File: src/rtl/div32_iter_pkg.sv
// Shared definitions for the iterative RV32M divider: default width and FSM states.
package div32_iter_pkg;

    localparam int unsigned DEFAULT_XLEN = 32;

    typedef enum logic [1:0] {
        ST_IDLE = 2'd0,
        ST_CALC = 2'd1,
        ST_FIX  = 2'd2,
        ST_DONE = 2'd3
    } div_state_e;

endpackage

File: src/rtl/div_step.sv
// One restoring-division step: shift in the next dividend bit, subtract when it fits.
module div_step #(
    parameter int unsigned XLEN = 32
) (
    input  logic [XLEN-1:0] prem,
    input  logic            dvd_msb,
    input  logic [XLEN-1:0] divisor,
    output logic [XLEN-1:0] prem_next,
    output logic            q_bit
);

    logic [XLEN:0] shifted;
    logic [XLEN:0] diff;

    // No borrow out of the widened subtraction means shifted >= divisor.
    always_comb begin
        shifted   = {prem, dvd_msb};
        diff      = shifted - {1'b0, divisor};
        q_bit     = ~diff[XLEN];
        prem_next = q_bit ? diff[XLEN-1:0] : shifted[XLEN-1:0];
    end

endmodule

File: src/rtl/div32_iter.sv
// Iterative restoring divider for DIV/DIVU/REM/REMU: one quotient bit per cycle,
// special cases (divide by zero, signed overflow) resolved in the accept cycle.
module div32_iter
    import div32_iter_pkg::*;
#(
    parameter int unsigned XLEN = DEFAULT_XLEN
) (
    input  logic            clk,
    input  logic            rst,
    input  logic            start,
    input  logic            is_signed,
    input  logic [XLEN-1:0] a,
    input  logic [XLEN-1:0] b,
    output logic            busy,
    output logic            done,
    output logic [XLEN-1:0] quo,
    output logic [XLEN-1:0] rem
);

    localparam int unsigned     CW      = $clog2(XLEN);
    localparam logic [XLEN-1:0] INT_MIN = {1'b1, {(XLEN-1){1'b0}}};

    div_state_e      state_q, state_d;
    logic [CW-1:0]   cnt_q, cnt_d;
    logic [XLEN-1:0] prem_q, prem_d;
    logic [XLEN-1:0] dvd_q, dvd_d;
    logic [XLEN-1:0] dvs_q, dvs_d;
    logic            qneg_q, qneg_d;
    logic            rneg_q, rneg_d;
    logic            busy_q, busy_d;
    logic            done_q, done_d;
    logic [XLEN-1:0] quo_q, quo_d;
    logic [XLEN-1:0] rem_q, rem_d;

    logic            a_neg, b_neg, is_div0, is_ovf;
    logic [XLEN-1:0] a_mag, b_mag;
    logic [XLEN-1:0] step_prem;
    logic            step_q;

    div_step #(.XLEN(XLEN)) u_step (
        .prem      (prem_q),
        .dvd_msb   (dvd_q[XLEN-1]),
        .divisor   (dvs_q),
        .prem_next (step_prem),
        .q_bit     (step_q)
    );

    always_comb begin
        a_neg   = is_signed & a[XLEN-1];
        b_neg   = is_signed & b[XLEN-1];
        a_mag   = a_neg ? -a : a;
        b_mag   = b_neg ? -b : b;
        is_div0 = (b == '0);
        is_ovf  = is_signed && (a == INT_MIN) && (b == '1);

        state_d = state_q;
        cnt_d   = cnt_q;
        prem_d  = prem_q;
        dvd_d   = dvd_q;
        dvs_d   = dvs_q;
        qneg_d  = qneg_q;
        rneg_d  = rneg_q;
        busy_d  = busy_q;
        done_d  = done_q;
        quo_d   = quo_q;
        rem_d   = rem_q;

        case (state_q)
            ST_IDLE: begin
                if (start) begin
                    busy_d = 1'b1;
                    if (is_div0) begin
                        quo_d   = '1;
                        rem_d   = a;
                        done_d  = 1'b1;
                        state_d = ST_DONE;
                    end else if (is_ovf) begin
                        quo_d   = INT_MIN;
                        rem_d   = '0;
                        done_d  = 1'b1;
                        state_d = ST_DONE;
                    end else begin
                        dvd_d   = a_mag;
                        dvs_d   = b_mag;
                        prem_d  = '0;
                        cnt_d   = CW'(XLEN - 1);
                        qneg_d  = a_neg ^ b_neg;
                        rneg_d  = a_neg;
                        state_d = ST_CALC;
                    end
                end
            end
            ST_CALC: begin
                prem_d = step_prem;
                dvd_d  = {dvd_q[XLEN-2:0], step_q};
                if (cnt_q == '0) begin
                    state_d = ST_FIX;
                end else begin
                    cnt_d = cnt_q - CW'(1);
                end
            end
            ST_FIX: begin
                quo_d   = qneg_q ? -dvd_q : dvd_q;
                rem_d   = rneg_q ? -prem_q : prem_q;
                done_d  = 1'b1;
                state_d = ST_DONE;
            end
            ST_DONE: begin
                done_d  = 1'b0;
                busy_d  = 1'b0;
                state_d = ST_IDLE;
            end
            default: state_d = ST_IDLE;
        endcase
    end

    always_ff @(posedge clk) begin
        if (rst) begin
            state_q <= ST_IDLE;
            cnt_q   <= '0;
            prem_q  <= '0;
            dvd_q   <= '0;
            dvs_q   <= '0;
            qneg_q  <= 1'b0;
            rneg_q  <= 1'b0;
            busy_q  <= 1'b0;
            done_q  <= 1'b0;
            quo_q   <= '0;
            rem_q   <= '0;
        end else begin
            state_q <= state_d;
            cnt_q   <= cnt_d;
            prem_q  <= prem_d;
            dvd_q   <= dvd_d;
            dvs_q   <= dvs_d;
            qneg_q  <= qneg_d;
            rneg_q  <= rneg_d;
            busy_q  <= busy_d;
            done_q  <= done_d;
            quo_q   <= quo_d;
            rem_q   <= rem_d;
        end
    end

    assign busy = busy_q;
    assign done = done_q;
    assign quo  = quo_q;
    assign rem  = rem_q;

endmodule

File: config.mk
export PLATFORM = sky130hd
export DESIGN_NAME = div32_iter
export DESIGN_NICKNAME = d
export VERILOG_FILES = /design/src/rtl/div32_iter_pkg.sv /design/src/rtl/div_step.sv /design/src/rtl/div32_iter.sv
export SDC_FILE = /design/constraint.sdc
export NUM_CORES = 1
export LEC_CHECK = 0
export ABC_AREA = 1
export BUFFER_PORTS_ARGS = -buffer_cell sky130_fd_sc_hd__clkbuf_2
export CORE_UTILIZATION = 35
export DETAILED_ROUTE_END_ITERATION = 6
export PLACE_DENSITY = 0.6
export SLEW_MARGIN = 10
export SYNTH_ARGS = -nofsm -noshare
export SYNTH_HDL_FRONTEND = slang
export SYNTH_HIERARCHICAL = 1
export SYNTH_SLANG_ARGS = --single-unit
File: constraint.sdc
create_clock -name clk -period 3.85 [get_ports clk]
set_clock_uncertainty 0.05 [all_clocks]
set_input_delay 0.5775 -clock clk [delete_from_list [all_inputs] [get_ports clk]]
set_output_delay 0.5775 -clock clk [all_outputs]
set_load 0.1 [all_outputs]
==> results.py, run 1 <==
metrics = {
    "status": {
        "status": "completed",
    },
    "clocking": {
        "holdBufCountCts": 0,
        "cts.clk_slew.worst_paths_ns": 0.07,
        "post-cts-setup-buffers": 0,
        "cts_made_buffers": 17,
        "cts_tree": "built",
        "htree_levels": 4,
        "clock_latency_ns": 0.47,
        "cts_root_buffer": "clkbuf_16",
        "cts.repair.resized": 0,
        "cts_sinks": 171,
        "cts_buffer_depth": 2,
    },
    "place": {
        "post-place-cells": 3530,
        "port_buffers": 133,
        "gp_congestion": 0.972,
        "dp_hpwl_mm": 40.0,
        "place_ws_ns": 0.801,
    },
    "finish": {
        "area_growth_pct": 10.8,
        "nFillCells": 4973,
        "finalNonFillerCells": 3562,
        "multiInputGateArea_mm2": 0.00985,
        "final_cell_mix": "nand2_1 (1051), nor2_1 (496), inv_1 (412), nand3_1 (234), dfxtp_1 (171)",
        "final_common_cell": "nand2_1",
        "num-nets-final": 3076,
        "drive_gt1_frac": 0.0820,
        "register_area_mm2": 0.00342,
        "antenna_cells_inserted": 0,
    },
    "yosys": {
        "synth_ff_type": "dfxtp_1",
        "synthCells": 2890,
        "synthesis.area_mm2": 0.0154,
        "syn_avg_cell_area_um2": 5.33,
        "ys_types": 46,
        "synth_edf_count": 0,
        "synthArstFlopShare": 0,
        "ys_warn_count": 6,
        "ys_ff_latch": 171,
        "yosysSeqAreaShare": 0.222,
        "syn_nets": 3002,
    },
    "worst_setup_path": {
        "r2r_start": "dvd_q[31]$_SDFFE_PP0P_",
        "r2r_slack_ns": 1.10,
        "crit_type": "reg2reg",
        "required_ns": 4.20,
        "startpoint_type": "register",
        "reg2reg_depth": 18,
        "crit_chain": "inv_1 > ha_1 > fa_1 > inv_1 > nand2_1 > nand2_1 > nand3_1 > nand2_2 > nand2_1 > nand2_2 > nand2_2 > nand2_2 > nand2_2 > nand2_4 > nand2_1 > o21ai_0 > nor2_1 > nor2_1",
        "path_common_cell": "nand2_2",
        "crit_fanout": 33,
        "critical_path.slowest_cell": "fa_1",
        "crit_start": "dvd_q[31]$_SDFFE_PP0P_",
        "endpoint": "dvd_q[0]$_SDFFE_PP0P_",
        "slowest_delay_ns": 0.40,
        "r2r-end": "dvd_q[0]$_SDFFE_PP0P_",
        "cp-end-kind": "register",
        "critPathArrivalTime_ns": 3.10,
    },
    "timing": {
        "slew_headroom": 0.353,
        "setup_viol": 0,
        "fin_crit_sh": 0.715,
        "worst_slack_ns": 1.10,
        "final-hold-violation-count": 0,
        "worst_pin_slew_ns": 0.970,
        "slew_violations": 0,
        "max_freq_mhz": 363,
        "rsz0062_at_grt": "false",
        "fin_hold_ws_ns": 0.360,
        "fin_setup_tns_ns": 0,
        "period_minus_slack_ns": 2.75,
    },
    "drt": {
        "routed_wirelength_mm": 50.5,
        "drtAntennaViolNets": 0,
        "drtIter0Drc": 1504,
        "drcViolationCount": 0,
        "wl_met3_mm": 3.49,
        "via_count": 17205,
        "highest_layer": "met5",
        "firstDrtPassIters": 6,
        "post_drt_wl_per_cell_um": 14.2,
        "vias_per_cell": 4.83,
        "dr_wl_met2_mm": 20.8,
        "met1_length_mm": 25.4,
    },
    "power_and_ir_drop": {
        "power.total_mw": 17.6,
        "cellPowerDensity_mw_per_mm2": 1030,
        "p_leak_nw": 9.48,
        "vdd_ir_drop_max_mv": 0.584,
    },
    "floorplan": {
        "io_pins": 134,
        "initial_core_util": 0.356,
        "die_w_um": 212,
        "die_y_um": 212,
        "coreArea_mm2": 0.0433,
        "rows": 76,
        "die_area_mm2": 0.0448,
    },
    "grt": {
        "grt_overflow": 0,
        "grt_pass1_vias": 15376,
        "antenna_found_initial": 1,
        "grt_max_degree": 127,
        "grt.total_usage": 0.230,
        "grt_pass1_wl_mm": 81.3,
    },
    "hold_path": {
        "hold_path_class": "in2reg",
    },
    "run": {
        "drv_cap": 0,
    },
}
where the power goes:
group          total (mW)  switching, mW  internal [mW]
sequential           3.14          0.670           2.47
combinational        12.6           9.19           3.40
clock                1.86          0.775           1.08
total                17.6           10.6           6.95
synthesized netlist by cell type, types with 14 or more instances:
cell	instances	area, µm²
nand3_1	234	1170
nand2_1	1051	3950
dfxtp_1	171	3420
a21oi_1	88	440
nor2_2	22	138
o21ai_0	99	495
buf_1	14	52.6
nand4_1	26	163
nor2_1	497	1870
buf_2	19	95.1
clkbuf_1	46	173
ha_1	43	538
nand3b_1	21	158
nor3_1	14	70.1
xor2_1	40	350
inv_1	413	1550
kinds of logic (layout without fill, tap and decap cells):
family	after synthesis	in the layout	synth area share
XOR/XNOR	47	47	0.0267
flip-flops	171	171	0.222
buffers and inverters	520	607	0.138
multiplexers	1	1	0.000650
adder cells (fa/ha/maj)	44	44	0.0363
AND/OR/NAND/NOR	1899	1899	0.505
AO/OA/AOI/OAI	208	208	0.0710
worst min path at each step:
stage                                startpoint               endpoint  depth (start not counted)
after floorplan           dvs_q[2]$_SDFFE_PP0P_  dvs_q[2]$_SDFFE_PP0P_                          2
final                                      b[0]  dvs_q[0]$_SDFFE_PP0P_                          3
after global routing                        rst  dvs_q[0]$_SDFFE_PP0P_                          2
after detailed placement    quo[3]$_SDFFE_PP0P_    quo[3]$_SDFFE_PP0P_                          2
after global placement      quo[1]$_SDFFE_PP0P_    quo[1]$_SDFFE_PP0P_                          2
after CTS                                  b[0]  dvs_q[0]$_SDFFE_PP0P_                          3
per-stage QoR:
| step | util | cell area (µm²) |
|---|---|---|
| 6_report | 0.394 | 17100 |
| 5_1_grt | 0.394 | 17100 |
| 4_1_cts | 0.394 | 17100 |
| 3_5_place_dp | 0.380 | 16400 |
| 3_3_place_gp | 0.380 | 16400 |
| 2_1_floorplan | - | 15400 |
cell type report:
class | count | area share
Sequential cell | 171 | 0.201
Clock buffer | 17 | 0.0249
Multi-Input combinational cell | 2199 | 0.577
Timing Repair Buffer | 154 | 0.0497
Inverter | 421 | 0.0929
Clock inverter | 15 | 0.0114
Tap cell | 585 | 0.0429
registers in the layout, summed over array words and instances (netlist names):
signal / flops
quo: 32
dvd_q: 32
dvs_q: 32
busy: 1
rem: 32
prem_q: 32
qneg_q: 1
cnt_q: 5
done: 1
rneg_q: 1
state_q: 2
per-layer routing:
layer,vias up,track usage
li1,8967,-
met1,7648,0.340
met2,533,0.344
met3,55,0.0384
met4,2,0.0545
met5,-,0
critical path: cells and delay by family (launching register included):
| kind | cells | cell delay (ns) |
|---|---|---|
| AOI/OAI and AO/OA | 1 | 0.11 |
| adders and majority gates | 2 | 0.63 |
| buffers and inverters | 2 | 0.18 |
| DFF | 1 | 0.39 |
| and+or+nand+nor | 13 | 1.31 |
(Power assumes the default switching activity.)
==> run 2, diff against run 1 <==
clock period = 2.7 ns   (was 3.85 ns; I/O delays follow)
==> run 2 against run 1 <==
Against the previous run:
- the flow now finishes with violations (DRC)
- hold slack got worse by 0.16 ns
- clock-buffer cell count is 1 higher
- design area up 3.9%
- via count up 1.2%
- cell count increased by 1.6%
- fmax is 7.9% higher
- worst setup slack worse by 0.95 ns
- largest cell class unchanged
==> results.py, run 2 (same netlist as run 1, synthesis figures left out) <==
metrics = {
    "drt": {
        "drtAntennaViolNets": 0,
        "drcViolationCount": 1,
        "routed_wirelength_mm": 52.7,
        "vias_per_cell": 4.81,
        "firstDrtPassIters": 7,
        "via_count": 17404,
        "drtIter0Drc": 1414,
        "post_drt_wl_per_cell_um": 14.6,
    },
    "finish": {
        "antenna_cells_inserted": 0,
        "drive_gt1_frac": 0.102,
        "num-nets-final": 3133,
        "area_growth_pct": 15.1,
        "final_common_cell": "nand2_1",
        "final_cell_mix": "nand2_1 (1050), nor2_1 (495), inv_1 (411), nand3_1 (232), dfxtp_1 (170)",
    },
    "grt": {
        "grt.total_usage": 0.234,
        "grt_max_degree": 65,
        "grt_pass1_vias": 15291,
        "grt_pass1_wl_mm": 82.0,
        "antenna_found_initial": 2,
        "grt_overflow": 0,
    },
    "timing": {
        "fin_setup_tns_ns": 0,
        "slew_headroom": 0.502,
        "worst_slack_ns": 0.149,
        "final-hold-violation-count": 0,
        "slew_violations": 0,
        "worst_pin_slew_ns": 0.746,
        "setup_viol": 0,
        "period_minus_slack_ns": 2.55,
        "fin_crit_sh": 0.945,
        "max_freq_mhz": 392,
    },
    "worst_setup_path": {
        "worst-path-buf-inv": 2,
        "crit_fanout": 8,
        "startpoint_type": "register",
        "crit_type": "reg2reg",
        "slowest_delay_ns": 0.48,
        "crit_family": "simple AND/OR/NAND/NOR gates",
        "r2r_slack_ns": 0.15,
        "crit_start": "prem_q[25]$_SDFFE_PP0P_",
        "crit_chain": "ha_1 > nand2_1 > inv_1 > nand2_1 > nand2_1 > nand2_1 > nand2_1 > a21oi_4 > nand3_4 > nand2_8 > nand2_1 > nand2_1 > nand2_1 > inv_1 > nor2_1 > nor2_1",
        "r2r_start": "prem_q[25]$_SDFFE_PP0P_",
        "cp-end-kind": "register",
        "critical_path.slowest_cell": "dfxtp_1",
        "required_ns": 3.07,
        "critPathArrivalTime_ns": 2.92,
        "path_common_cell": "nand2_1",
    },
    "floorplan": {
        "io_pins": 134,
        "coreArea_mm2": 0.0433,
        "initial_core_util": 0.356,
        "rows": 76,
        "die_area_mm2": 0.0448,
        "die_w_um": 212,
        "die_y_um": 212,
    },
    "clocking": {
        "clock_latency_ns": 0.47,
        "cts_sinks": 171,
        "cts_tree": "built",
        "cts_root_buffer": "clkbuf_16",
        "cts_buffer_depth": 2,
        "cts_made_buffers": 17,
        "htree_levels": 4,
        "cts.clk_slew.worst_paths_ns": 0.08,
    },
    "hold_path": {
        "hold_path_class": "in2reg",
        "min_from": "rst",
    },
    "place": {
        "dp_hpwl_mm": 41.3,
        "port_buffers": 133,
        "gp_congestion": 0.958,
        "place_ws_ns": 0.0792,
    },
    "status": {
        "violations": "DRC",
        "status": "finished, violations left",
    },
    "run": {
        "drv_cap": 0,
    },
}
run 2: cell count changes in the layout (fill, tap and decap cells not counted), sizes merged:
cell    change
buf        +51
clkbuf      +1
clkinv      -1
inv         +2
bufinv      -2
nand2       +6
run 2: timing repair:
item,CTS,global route
endpoints found under the setup margin,0,33
buffers inserted,0,1
hold buffers,0,0
gates resized for setup,0,23
run 2: metrics by stage:
stage	util	area (µm²)	hold WS (ns)	instances
3_3_place_gp	0.390	16900	0.407	3580
3_5_place_dp	0.390	16900	0.413	3580
5_1_grt	0.409	17700	0.196	3619
2_1_floorplan	-	15400	0.388	2890
4_1_cts	0.404	17500	0.178	3612
6_report	0.409	17700	0.201	3619
run 2: final timing paths:
| check | endpoint | cells after the start |
|---|---|---|
| setup / recovery | prem_q[17]$_SDFFE_PP0P_ | 16 |
| hold / removal | dvs_q[2]$_SDFFE_PP0P_ | 2 |
| setup reg to reg | prem_q[17]$_SDFFE_PP0P_ | 16 |
| hold reg to reg | quo[2]$_SDFFE_PP0P_ | 2 |
run 2: cell type report:
type | count | area [µm²]
Clock buffer | 18 | 439
Tap cell | 585 | 732
Timing Repair Buffer | 205 | 1320
Sequential cell | 171 | 3420
Inverter | 421 | 1580
Fill cell | 4984 | 25500
Multi-Input combinational cell | 2205 | 10100
Clock inverter | 14 | 161
run 2: per-layer routing:
metal  vias up  global-route usage  share of wire
li1       9085                   -              -
met1      7725               0.343           0.50
met2       542               0.353           0.41
met3        50              0.0387          0.070
met4         2              0.0567          0.017
met5         -                   0        0.00025
Power of run 2 is not shown: default switching activity piles up to over one toggle a cycle in this logic, so the estimate is an artifact.
==> run 3, diff against run 2 <==
PLACE_DENSITY = 0.51   (was 0.6)
==> run 3 against run 2 <==
Against the previous run:
- the run now ends clean
- via count is 0.29% higher
- highest routed layer is now met4
- worst setup slack worse by 0.0018 ns
- fmax hardly changed
- cell count is 0.14% higher
- sequential share of layout area hardly changed
- non-clock buffer count is 10 higher
- critical path depth stayed put
- first-iteration DRC count is 5.2% higher
- die area stayed put
- wire length is 9.5% higher
==> results.py, run 3 (same netlist as run 1, synthesis figures left out) <==
metrics = {
    "finish": {
        "drive_gt1_frac": 0.105,
        "area_growth_pct": 14.9,
        "multiInputGateArea_mm2": 0.00996,
        "num-nets-final": 3139,
        "register_area_mm2": 0.00342,
        "nFillCells": 4974,
        "final_area_mm2": 0.0177,
        "utilization": 0.409,
        "antenna_cells_inserted": 0,
        "final_cell_mix": "nand2_1 (1049), nor2_1 (495), inv_1 (411), nand3_1 (232), dfxtp_1 (170)",
        "final_common_cell": "nand2_1",
    },
    "timing": {
        "slew_violations": 0,
        "max_freq_mhz": 392,
        "setup_viol": 0,
        "final-hold-violation-count": 0,
        "fin_crit_sh": 0.946,
        "slew_headroom": 0.431,
        "rsz0062_at_grt": "false",
        "fin_setup_tns_ns": 0,
        "worst_pin_slew_ns": 0.853,
        "period_minus_slack_ns": 2.55,
    },
    "grt": {
        "grt_max_degree": 68,
        "antenna_found_initial": 0,
        "grt_pass1_wl_mm": 88.7,
        "grt_overflow": 0,
        "grt_pass1_vias": 15926,
        "grt.total_usage": 0.260,
    },
    "floorplan": {
        "coreArea_mm2": 0.0433,
        "initial_core_util": 0.356,
        "rows": 76,
        "die_w_um": 212,
        "die_y_um": 212,
        "io_pins": 134,
        "die_area_mm2": 0.0448,
    },
    "hold_path": {
        "hold_path_class": "in2reg",
    },
    "place": {
        "dp_hpwl_mm": 46.4,
        "post_dp_cell_area_mm2": 0.0170,
        "gp_congestion": 0.929,
        "port_buffers": 133,
    },
    "clocking": {
        "htree_levels": 4,
        "cts.clk_slew.worst_paths_ns": 0.07,
        "cts_made_buffers": 17,
        "cts_buffer_depth": 2,
        "clock_latency_ns": 0.49,
        "cts_root_buffer": "clkbuf_16",
        "cts_tree": "built",
        "cts_sinks": 171,
    },
    "power_and_ir_drop": {
        "vdd_ir_drop_max_mv": 0.765,
        "p_leak_nw": 9.83,
        "cellPowerDensity_mw_per_mm2": 1500,
    },
    "worst_setup_path": {
        "cp-end-kind": "register",
        "critPathArrivalTime_ns": 2.93,
        "crit_chain": "inv_1 > ha_1 > nand2_1 > inv_1 > nand2_1 > nor3_1 > nand3_1 > nand3_1 > nand2_1 > nand2_1 > nand2_1 > nand2_1 > nand2_1 > inv_1 > nor2_1 > nor2_1",
        "required_ns": 3.08,
        "critical_path.slowest_cell": "nor3_1",
        "path_common_cell": "nand2_1",
        "crit_type": "reg2reg",
        "crit_fanout": 4,
        "startpoint_type": "register",
        "slowest_delay_ns": 0.45,
    },
    "run": {
        "drv_cap": 0,
    },
    "drt": {
        "drtIter0Drc": 1488,
        "post_drt_wl_per_cell_um": 15.9,
        "routed_wirelength_mm": 57.7,
        "via_count": 17454,
        "vias_per_cell": 4.82,
        "drcViolationCount": 0,
        "drtAntennaViolNets": 0,
        "firstDrtPassIters": 5,
    },
    "status": {
        "status": "completed",
    },
}
==> run 3: cell types whose count changed in the layout (fill, tap and decap cells not counted), sizes merged <==
cell,change
inv,-3
clkbuf,+1
clkinvlp,+1
buf,+10
nand2,-4
==> run 3: worst max-delay path, delay by kind of cell (launching register included) <==
| family | cells | cell delay [ns] |
|---|---|---|
| buffers and inverters | 3 | 0.27 |
| and+or+nand+nor | 12 | 1.48 |
| DFF | 1 | 0.34 |
| adders and majority gates | 1 | 0.37 |
==> run 3: what timing repair did <==
item                       in CTS  in global routing
gates resized for setup         0                 20
buffers inserted                0                  2
setup endpoints to repair       0                 33
hold buffers                    0                  0
==> run 3: final timing paths <==
check                               from                 endpoint  slack (ns)  depth (start not counted)
setup reg to reg  dvs_q[12]$_SDFFE_PP0P_  prem_q[20]$_SDFFE_PP0P_        0.15                         16
hold / removal                       rst    dvs_q[2]$_SDFFE_PP0P_        0.16                          2
setup / recovery  dvs_q[12]$_SDFFE_PP0P_  prem_q[20]$_SDFFE_PP0P_        0.15                         16
hold reg to reg    dvs_q[2]$_SDFFE_PP0P_    dvs_q[2]$_SDFFE_PP0P_        0.42                          2
==> run 3: final cells by class <==
| cell class | count | share of cell area |
|---|---|---|
| clock buffers | 19 | 0.0256 |
| flip-flops and latches | 171 | 0.194 |
| inverters | 421 | 0.0896 |
| well taps | 585 | 0.0414 |
| repair buffers | 215 | 0.0781 |
| clock inverters | 12 | 0.00793 |
| multi-input cells | 2201 | 0.564 |
==> run 3: stage by stage <==
stage               total power, mW  hold slack, ns  worst slack, ns  instances
CTS                            26.2           0.119           0.0404       3620
global route                   29.1           0.143          0.00331       3624
floorplan                      18.7           0.388            0.357       2890
finish                         26.6           0.161            0.147       3624
global placement               23.3           0.399           0.0920       3589
detailed placement             23.5           0.407           0.0460       3589
==> run 3: where the power goes <==
group          internal (mW)  switching, mW  total, mW  leakage (nW)
Clock                   1.41           1.19       2.60         0.282
Sequential              3.52          0.878       4.40          1.41
Combinational           5.61           14.0       19.6          8.13
==> run 3: routing by layer <==
layer | part of all wire | vias up | track usage
li1 | - | 9114 | -
met1 | 0.48 | 7834 | 0.357
met3 | 0.047 | 66 | 0.0350
met5 | 0 | - | 0
met2 | 0.45 | 440 | 0.418
met4 | 0.025 | 0 | 0.0850
